**src/rtl/mem_port_arbiter_pkg.sv**
```systemverilog
// Shared types and constants for the two-port memory arbiter.
package mem_arb_pkg;

  typedef logic [0:0] port_id_t;

  localparam port_id_t PORT_FETCH = 1'b0;
  localparam port_id_t PORT_DATA  = 1'b1;

  localparam logic MEM_READ  = 1'b0;
  localparam logic MEM_WRITE = 1'b1;

endpackage

```
**src/rtl/mem_port_arbiter_tag_fifo.sv**
```systemverilog
// In-order FIFO of requester port ids, one entry per request in flight.
module tag_fifo
  import mem_arb_pkg::*;
#(
  parameter int unsigned Depth = 4,
  localparam int unsigned CntW = $clog2(Depth + 1)
) (
  input  logic            clk,
  input  logic            reset,
  input  logic            push,
  input  port_id_t        push_id,
  input  logic            pop,
  output port_id_t        head,
  output logic            full,
  output logic            empty,
  output logic [CntW-1:0] count
);

  localparam int unsigned PtrW = (Depth > 1) ? $clog2(Depth) : 1;

  port_id_t            mem_q [Depth];
  port_id_t            mem_d [Depth];
  logic [PtrW-1:0]     wr_ptr_q, wr_ptr_d;
  logic [PtrW-1:0]     rd_ptr_q, rd_ptr_d;
  logic [CntW-1:0]     count_q, count_d;
  logic                do_push, do_pop;

  function automatic logic [PtrW-1:0] next_ptr(input logic [PtrW-1:0] p);
    return (p == PtrW'(Depth - 1)) ? '0 : p + 1'b1;
  endfunction

  assign full    = (count_q == CntW'(Depth));
  assign empty   = (count_q == '0);
  assign count   = count_q;
  assign head    = mem_q[rd_ptr_q];
  assign do_push = push && !full;
  assign do_pop  = pop && !empty;

  always_comb begin
    mem_d    = mem_q;
    wr_ptr_d = wr_ptr_q;
    rd_ptr_d = rd_ptr_q;
    count_d  = count_q;
    if (do_push) begin
      mem_d[wr_ptr_q] = push_id;
      wr_ptr_d        = next_ptr(wr_ptr_q);
    end
    if (do_pop) begin
      rd_ptr_d = next_ptr(rd_ptr_q);
    end
    unique case ({do_push, do_pop})
      2'b10:   count_d = count_q + CntW'(1);
      2'b01:   count_d = count_q - CntW'(1);
      default: count_d = count_q;
    endcase
  end

  always_ff @(posedge clk) begin
    mem_q <= mem_d;
    if (reset) begin
      wr_ptr_q <= '0;
      rd_ptr_q <= '0;
      count_q  <= '0;
    end else begin
      wr_ptr_q <= wr_ptr_d;
      rd_ptr_q <= rd_ptr_d;
      count_q  <= count_d;
    end
  end

endmodule

```
**src/rtl/mem_port_arbiter.sv**
```systemverilog
// Round-robin arbiter sharing one memory port between fetch (port 0) and
// load/store (port 1), routing in-order responses back via a tag FIFO.
module mem_port_arbiter
  import mem_arb_pkg::*;
#(
  parameter int unsigned ADDR_W  = 32,
  parameter int unsigned DATA_W  = 32,
  parameter int unsigned MAX_OUT = 4
) (
  input  logic                         clk,
  input  logic                         reset,
  input  logic                         req0_valid,
  output logic                         req0_ready,
  input  logic [ADDR_W-1:0]            req0_addr,
  input  logic                         req1_valid,
  output logic                         req1_ready,
  input  logic [ADDR_W-1:0]            req1_addr,
  input  logic                         req1_op,
  input  logic [DATA_W-1:0]            req1_wdata,
  output logic                         rsp0_valid,
  output logic                         rsp1_valid,
  output logic [DATA_W-1:0]            rsp0_data,
  output logic [DATA_W-1:0]            rsp1_data,
  output logic                         mem_req_valid,
  input  logic                         mem_req_ready,
  output logic [ADDR_W-1:0]            mem_req_addr,
  output logic                         mem_req_op,
  output logic [DATA_W-1:0]            mem_req_wdata,
  input  logic                         mem_rsp_valid,
  input  logic [DATA_W-1:0]            mem_rsp_data,
  output logic [$clog2(MAX_OUT+1)-1:0] outstanding,
  output logic                         err_stray_rsp
);

  localparam int unsigned CntW = $clog2(MAX_OUT + 1);

  port_id_t        last_q, last_d;
  port_id_t        lock_port_q, lock_port_d;
  logic            lock_v_q, lock_v_d;
  logic            err_q, err_d;

  port_id_t        gnt_port;
  logic            gnt_req;
  logic            accept;
  logic            pop;
  port_id_t        fifo_head;
  logic            fifo_full, fifo_empty;
  logic [CntW-1:0] fifo_count;

  // A stalled request keeps its grant so the requester sees stable handshake.
  always_comb begin
    if (lock_v_q) begin
      gnt_port = lock_port_q;
    end else if (req0_valid && req1_valid) begin
      gnt_port = ~last_q;
    end else if (req1_valid) begin
      gnt_port = PORT_DATA;
    end else begin
      gnt_port = PORT_FETCH;
    end
  end

  assign gnt_req       = (gnt_port == PORT_DATA) ? req1_valid : req0_valid;
  assign mem_req_valid = gnt_req && !fifo_full && !reset;
  assign accept        = mem_req_valid && mem_req_ready;

  assign req0_ready = accept && (gnt_port == PORT_FETCH);
  assign req1_ready = accept && (gnt_port == PORT_DATA);

  always_comb begin
    if (gnt_port == PORT_DATA) begin
      mem_req_addr  = req1_addr;
      mem_req_op    = req1_op;
      mem_req_wdata = req1_wdata;
    end else begin
      mem_req_addr  = req0_addr;
      mem_req_op    = MEM_READ;
      mem_req_wdata = '0;
    end
  end

  assign pop        = mem_rsp_valid && !fifo_empty && !reset;
  assign rsp0_valid = pop && (fifo_head == PORT_FETCH);
  assign rsp1_valid = pop && (fifo_head == PORT_DATA);
  assign rsp0_data  = mem_rsp_data;
  assign rsp1_data  = mem_rsp_data;

  assign outstanding   = reset ? '0 : fifo_count;
  assign err_stray_rsp = err_q && !reset;

  always_comb begin
    last_d      = accept ? gnt_port : last_q;
    err_d       = err_q | (mem_rsp_valid && fifo_empty);
    lock_v_d    = lock_v_q;
    lock_port_d = lock_port_q;
    if (accept) begin
      lock_v_d = 1'b0;
    end else if (mem_req_valid) begin
      lock_v_d    = 1'b1;
      lock_port_d = gnt_port;
    end
  end

  always_ff @(posedge clk) begin
    if (reset) begin
      last_q      <= PORT_DATA;
      lock_v_q    <= 1'b0;
      lock_port_q <= PORT_FETCH;
      err_q       <= 1'b0;
    end else begin
      last_q      <= last_d;
      lock_v_q    <= lock_v_d;
      lock_port_q <= lock_port_d;
      err_q       <= err_d;
    end
  end

  tag_fifo #(
    .Depth (MAX_OUT)
  ) u_tag_fifo (
    .clk     (clk),
    .reset   (reset),
    .push    (accept),
    .push_id (gnt_port),
    .pop     (pop),
    .head    (fifo_head),
    .full    (fifo_full),
    .empty   (fifo_empty),
    .count   (fifo_count)
  );

endmodule

```
**config.mk**
```make
export PLATFORM = sky130hd
export DESIGN_NAME = mem_port_arbiter
export DESIGN_NICKNAME = d
export VERILOG_FILES = /design/src/rtl/mem_port_arbiter_pkg.sv /design/src/rtl/mem_port_arbiter_tag_fifo.sv /design/src/rtl/mem_port_arbiter.sv
export SDC_FILE = /design/constraint.sdc
export NUM_CORES = 1
export LEC_CHECK = 0
export ABC_AREA = 1
export BUFFER_PORTS_ARGS = -buffer_cell sky130_fd_sc_hd__buf_2
export CORE_AREA = 4 4 105 107
export DETAILED_ROUTE_END_ITERATION = 8
export DIE_AREA = 0 0 109 111
export SYNTH_ARGS = -nofsm -noshare
export SYNTH_HDL_FRONTEND = slang
export SYNTH_SLANG_ARGS = --single-unit
```
**constraint.sdc**
```tcl
create_clock -name clk -period 2.5 [get_ports clk]
set_clock_uncertainty 0.15 [all_clocks]
set_input_delay 0.5 -clock clk [delete_from_list [all_inputs] [get_ports clk]]
set_output_delay 0.5 -clock clk [all_outputs]
set_load 0.02 [all_outputs]
```
==> results of run 1 <==
logic make-up after synthesis:
kind of cell / after synthesis
AO/OA/AOI/OAI: 16
adder cells (fa/ha/maj): 7
buffers and inverters: 135
flip-flops: 15
AND/OR/NAND/NOR: 176
what timing repair did:
item | in CTS | in global routing
resized for setup | 0 | 0
hold buffers | 0 | 0
setup buffers | 0 | 1
setup endpoints to repair | 0 | 1
final cells by class:
cell class | count | area share
flip-flops and latches | 15 | 0.129
multi-input cells | 199 | 0.343
repair buffers | 183 | 0.362
well taps | 136 | 0.0643
inverters | 60 | 0.0851
clock buffers | 4 | 0.0170
worst max path at each step:
| stage | cells past startpoint | slack, ns | endpoint |
|---|---|---|---|
| global route | 11 | 0.03 | u_tag_fifo.count[2]$_SDFFE_PP0P_ |
| floorplan | 11 | 0.35 | u_tag_fifo.count[2]$_SDFFE_PP0P_ |
| detailed placement | 12 | 0.17 | u_tag_fifo.count[2]$_SDFFE_PP0P_ |
| finish | 9 | 0.32 | mem_req_addr[7] |
| global placement | 12 | 0.23 | u_tag_fifo.count[2]$_SDFFE_PP0P_ |
| CTS | 9 | 0.29 | mem_req_addr[7] |
worst max-delay path: stages:
cell and delay, ns:
sky130_fd_sc_hd__buf_2 0.11, sky130_fd_sc_hd__nand2_1 0.06, sky130_fd_sc_hd__nand3_2 0.08, sky130_fd_sc_hd__nand2_2 0.08, sky130_fd_sc_hd__inv_2 0.09, sky130_fd_sc_hd__buf_4 0.28
sky130_fd_sc_hd__nand2_1 0.08, sky130_fd_sc_hd__nand2_1 0.08, sky130_fd_sc_hd__buf_2 0.16
cells in the mapped netlist, drive strengths merged:
library cell,n,area share
a21oi,8,0.020
a32oi,1,0.0043
and2,1,0.0031
buf,75,0.28
dfxtp,11,0.11
edfxtp,4,0.059
fa,1,0.0098
ha,6,0.037
inv,60,0.11
nand2,116,0.21
nand3,5,0.023
nand4,4,0.012
nor2,48,0.092
nor3,2,0.0074
o211a,1,0.0049
o21ai,6,0.017
per-layer routing:
metal	track usage	vias up	wire length, um
met5	0	-	0
met4	0.0227	0	52
met3	0.0379	5	684
met2	0.169	117	3070
met1	0.120	915	2560
li1	-	1181	-
through the flow:
| stage | instances | setup slack (ns) | utilization | hold slack (ns) | total power, mW |
|---|---|---|---|---|---|
| global route | 597 | 0.0303 | 0.261 | 0.356 | 1.16 |
| detailed placement | 592 | 0.168 | 0.256 | 0.308 | 0.874 |
| floorplan | 349 | 0.349 | - | 0.279 | 0.791 |
| global placement | 592 | 0.231 | 0.256 | 0.313 | 0.875 |
| finish | 597 | 0.316 | 0.261 | 0.308 | 1.06 |
| CTS | 596 | 0.293 | 0.260 | 0.316 | 1.08 |
flip-flops by register name (all words and copies together), names as in the netlist:
name	cells
u_tag_fifo.count	3
last_q	1
u_tag_fifo.wr_ptr_q	2
lock_v_q	1
u_tag_fifo.rd_ptr_q	2
err_q	1
lock_port_q	1
u_tag_fifo.mem_q	4
power by group through the flow:
stage | sequential [mW] | combinational, mW | clock (mW)
5_1_grt | 0.286 | 0.653 | 0.219
4_1_cts | 0.283 | 0.589 | 0.205
2_1_floorplan | 0.285 | 0.506 | 0
3_5_place_dp | 0.288 | 0.585 | 0
6_report | 0.283 | 0.582 | 0.194
3_3_place_gp | 0.289 | 0.587 | 0
==> run summary, run 1 <==
* **result of the run** finished, final reports clean
* **routability congestion estimate** 0.739
* **endpoint arrival time on the critical path** 1.53 ns
* **main combinational cell family by area after synthesis** buffers and inverters
* **maximum buffer depth of the clock tree** 2
* **DR vias/cell** 3.72
* **routed via count** 2218
* **number of different library cells in the post-synthesis netlist** 25
* **fin nets** 604
* **cell depth of the worst hold path** 2
* **share of final-layout standard cells stronger than drive strength 1** 0.425
* **average cell area after synthesis** 5.84 sq um
* **fraction of the mapped netlist area in compound gates** 0.0454
* **Post-Syn Instances** 349
* **hold path startpoint** err_q$_SDFF_PP0_
* **CTS Buf Count** 3
* **share of the clock period used by the worst path** 0.874
* **area overhead of the layout relative to synthesis** 29.8%
* **CTS tree** done
* **H-tree levels** 1
* **endpoints failing hold** 0
* **commonest cells after routing, fill and taps aside** sky130_fd_sc_hd__buf_2, sky130_fd_sc_hd__nand2_1, sky130_fd_sc_hd__inv_1, sky130_fd_sc_hd__nor2_1, sky130_fd_sc_hd__dfxtp_1
* **Post-Synth Simple-Gate Area** 0.353
* **leading cell type in the layout, fill and taps excluded** sky130_fd_sc_hd__buf_2
* **count of nets left with antenna violations after detail routing** 0
* **global-route total usage across every layer** 0.100
* **critical path startpoint** req0_valid
* **launch point of the worst reg-to-reg path** u_tag_fifo.count[0]$_SDFFE_PP0P_
* **Slew Limit Fails** 0
* **Hold Crit Class** flip-flop to flip-flop
* **internal power** 0.600 mW
* **area occupied by multi-input gates** 907 sq um
* **setup slack of the worst register-to-register path** 0.32 ns
* **flop and latch count out of synthesis** 15
* **Clock power frac** 0.183
* **combinational share of power** 0.550
* **top-level I/O count** 273
* **fraction of power consumed by sequential logic** 0.268
* **startpoint type of the worst setup path** input port
* **critical path class** input port to output pin
* **number of remaining DRC errors** 0
* **clock root buffer** sky130_fd_sc_hd__clkbuf_8
* **reported leakage power** 1.77 nW
* **multiplexer fraction of the synthesized cell area** 0
* **worst hold endpoint** err_q$_SDFF_PP0_
* **Synth Area in XOR/XNOR** 0
* **max-slew headroom at the worst pin** 0.818
* **CTS clock-pin slew for the worst setup and hold paths** 0.06 ns
* **DIE WIDTH** 109 um
* **P_sw** 0.460 mW
* **summed instance area of the synthesized netlist** 2040 sq um
* **final wirelength** 6370 um
* **post-route design area** 2650 sq um
* **worst path required time** 1.85 ns
* **drt initial violations** 73
* **post-synthesis sequential area ratio** 0.167
* **via count of the first global-routing pass** 2159
* **post-synthesis share of cell area spent on full adders, half adders and majority gates** 0.0466
* **core area** 10100 sq um
* **estimated wirelength of the detail-placed design** 5420 um
* **power per cell area** 400 nW/um^2
* **number of buffers inserted by port buffering** 176
* **Final min period** 2.18 ns
* **insertion delay to the later sink of the worst-skew pair** 0.25 ns
* **initial antenna violation count** 0
* **peak fanout along the critical path** 28
* **transition time at the pin with the least slew margin** 0.271 ns
* **Ys Warns** 0
* **post-place instance area** 2590 sq um
* **wire length per cell after detailed routing** 10.7 um
* **detailed-router iteration count before antenna repair** 4
* **Die ar.** 12100 sq um
* **number of cells traversed by the worst register-to-register path** 11
* **sum of negative setup slack** 0 ns
* **Syn Nets** 491
* **setup repair after global routing missed its margin** false
* **Switching Share** 0.434
* **max_cap viols** 0
* **Sequential Area** 340 sq um
* **overflow left after global routing** 0
* **total of fill cells in the finished design** 1186
* **total inserted antenna cells** 0
* **wire length of the first global-routing pass** 9990 um
* **initial cell density of the core** 0.201
* **Crit. End Element** output pin
* **Fmax achieved** 0.458 GHz
* **worst supply voltage drop on vdd** 0.000129 V
* **# rows** 37
* **pin count of the biggest net entering global routing** 39
* **Chip Height** 111 um
* **R2R Path End** u_tag_fifo.count[2]$_SDFFE_PP0P_
* **number of failing setup endpoints in the final timing report** 0
* **number of clock sinks** 15
Note: power is estimated with default switching activity, not from simulation.
==> run 2, diff against run 1 <==
- clock period: 2.5 -> 2.8 ns (I/O delays scaled with it)
==> run summary, run 2 (same netlist as run 1, synthesis figures left out) <==
* **DIE WIDTH** 109 um
* **pin count of the biggest net entering global routing** 39
* **post-place instance area** 2560 sq um
* **final wirelength** 6180 um
* **area overhead of the layout relative to synthesis** 27.7%
* **number of cells traversed by the worst register-to-register path** 11
* **Die ar.** 12100 sq um
* **endpoints failing hold** 0
* **Fmax achieved** 0.420 GHz
* **CTS tree** done
* **core area** 10100 sq um
* **wire length of the first global-routing pass** 9830 um
* **combinational share of power** 0.543
* **max-slew headroom at the worst pin** 0.757
* **critical path cell sequence** buf_2 -> nand2_1 -> nand3_2 -> nand2_2 -> buf_4 -> nand2_1 -> nand2_1 -> buf_2
* **maximum single-stage delay on the critical path** 0.34 ns
* **setup slack of the worst register-to-register path** 0.57 ns
* **power per cell area** 357 nW/um^2
* **DR vias/cell** 3.68
* **post-CTS sizing** 0
* **most common cell type on the critical path** sky130_fd_sc_hd__nand2_1
* **initial antenna violation count** 0
* **Most flops, register** u_tag_fifo.mem_q
* **share of final-layout standard cells stronger than drive strength 1** 0.420
* **critical path startpoint** req0_valid
* **number of buffers inserted by port buffering** 176
* **via count of the first global-routing pass** 2137
* **peak fanout along the critical path** 37
* **insertion delay to the later sink of the worst-skew pair** 0.24 ns
* **drt initial violations** 69
* **setup repair after global routing missed its margin** false
* **Slew Limit Fails** 0
* **worst supply voltage drop on vdd** 0.000133 V
* **CTS clock-pin slew for the worst setup and hold paths** 0.06 ns
* **endpoint arrival time on the critical path** 1.67 ns
* **Clock power frac** 0.186
* **leading cell type in the layout, fill and taps excluded** sky130_fd_sc_hd__buf_2
* **Top Layer Used** met4
* **R2R Path End** u_tag_fifo.count[2]$_SDFFE_PP0P_
* **transition time at the pin with the least slew margin** 0.365 ns
* **Post-CTS Setup Repair Bufs** 0
* **P_sw** 0.406 mW
* **max reg flops** 4
* **global-route total usage across every layer** 0.0966
* **Final min period** 2.38 ns
* **result of the run** finished, final reports clean
* **post-route design area** 2600 sq um
* **hold buffer count at cts** 0
* **sum of negative setup slack** 0 ns
* **commonest cells after routing, fill and taps aside** sky130_fd_sc_hd__buf_2, sky130_fd_sc_hd__nand2_1, sky130_fd_sc_hd__inv_1, sky130_fd_sc_hd__nor2_1, sky130_fd_sc_hd__dfxtp_1
* **estimated wirelength of the detail-placed design** 5270 um
* **startpoint type of the worst setup path** input port
* **cell with the largest stage delay on the worst path** sky130_fd_sc_hd__buf_4
* **overflow left after global routing** 0
* **routability congestion estimate** 0.737
* **routed via count** 2183
* **critical path class** input port to output pin
* **top-level I/O count** 273
* **total power after layout** 0.931 mW
* **worst path required time** 2.09 ns
* **fin nets** 600
* **Crit. End Element** output pin
* **clock root buffer** sky130_fd_sc_hd__clkbuf_8
* **maximum buffer depth of the clock tree** 2
* **detailed-router iteration count before antenna repair** 4
* **count of nets left with antenna violations after detail routing** 0
* **initial cell density of the core** 0.201
* **destination of the critical timing path** mem_req_addr[2]
* **fraction of power consumed by sequential logic** 0.272
* **number of clock sinks** 15
* **Switching Share** 0.437
* **wire length per cell after detailed routing** 10.4 um
* **share of the clock period used by the worst path** 0.851
* **max_cap viols** 0
* **Met3 Routed Length** 607 um
* **reported leakage power** 1.75 nW
* **total inserted antenna cells** 0
* **Chip Height** 111 um
* **CTS Buf Count** 3
* **Hold Crit Class** flip-flop to flip-flop
* **Core Util, Final** 0.257
* **number of remaining DRC errors** 0
* **Metal-1 WL** 2580 um
* **internal power** 0.524 mW
* **H-tree levels** 1
* **launch point of the worst reg-to-reg path** u_tag_fifo.count[0]$_SDFFE_PP0P_
* **number of failing setup endpoints in the final timing report** 0
* **met2 wirelength from detailed routing** 2970 um
* **# rows** 37
run 2: critical path, delay by kind of cell:
kind / cells / cell delay [ns]
buffers and inverters: 3 / 0.62
and+or+nand+nor: 5 / 0.47
run 2: layout make-up:
class / count / area [sq um]
fillers: 1166 / 7530
multi-input cells: 199 / 907
repair buffers: 179 / 916
flip-flops and latches: 15 / 340
inverters: 60 / 225
well taps: 136 / 170
clock buffers: 4 / 45.0
run 2: worst min path at each step:
stage / start / endpoint / slack [ns] / cells past startpoint
final: err_q$_SDFF_PP0_ / err_q$_SDFF_PP0_ / 0.31 / 2
after global routing: err_q$_SDFF_PP0_ / err_q$_SDFF_PP0_ / 0.33 / 2
after CTS: err_q$_SDFF_PP0_ / err_q$_SDFF_PP0_ / 0.31 / 2
after detailed placement: err_q$_SDFF_PP0_ / err_q$_SDFF_PP0_ / 0.30 / 2
after global placement: err_q$_SDFF_PP0_ / err_q$_SDFF_PP0_ / 0.30 / 2
after floorplan: last_q$_SDFFE_PP1N_ / last_q$_SDFFE_PP1N_ / 0.28 / 2
run 2: per-stage QoR:
step	setup slack (ns)	hold slack (ns)	instances
floorplan	0.589	0.279	349
global placement	0.346	0.299	589
detailed placement	0.327	0.304	589
CTS	0.393	0.314	593
global route	0.275	0.332	593
finish	0.418	0.309	593
run 2: routing by layer:
metal | up-vias | GRT usage
li1 | 1172 | -
met4 | 0 | 0.0168
met5 | - | 0
met2 | 118 | 0.167
met3 | 2 | 0.0256
met1 | 891 | 0.120
run 2: power by group through the flow:
stage / sequential [mW] / combinational (mW) / clock, mW
detailed placement: 0.257 / 0.511 / 0
CTS: 0.253 / 0.514 / 0.181
global placement: 0.258 / 0.514 / 0
global route: 0.254 / 0.567 / 0.195
floorplan: 0.254 / 0.452 / 0
finish: 0.253 / 0.505 / 0.173
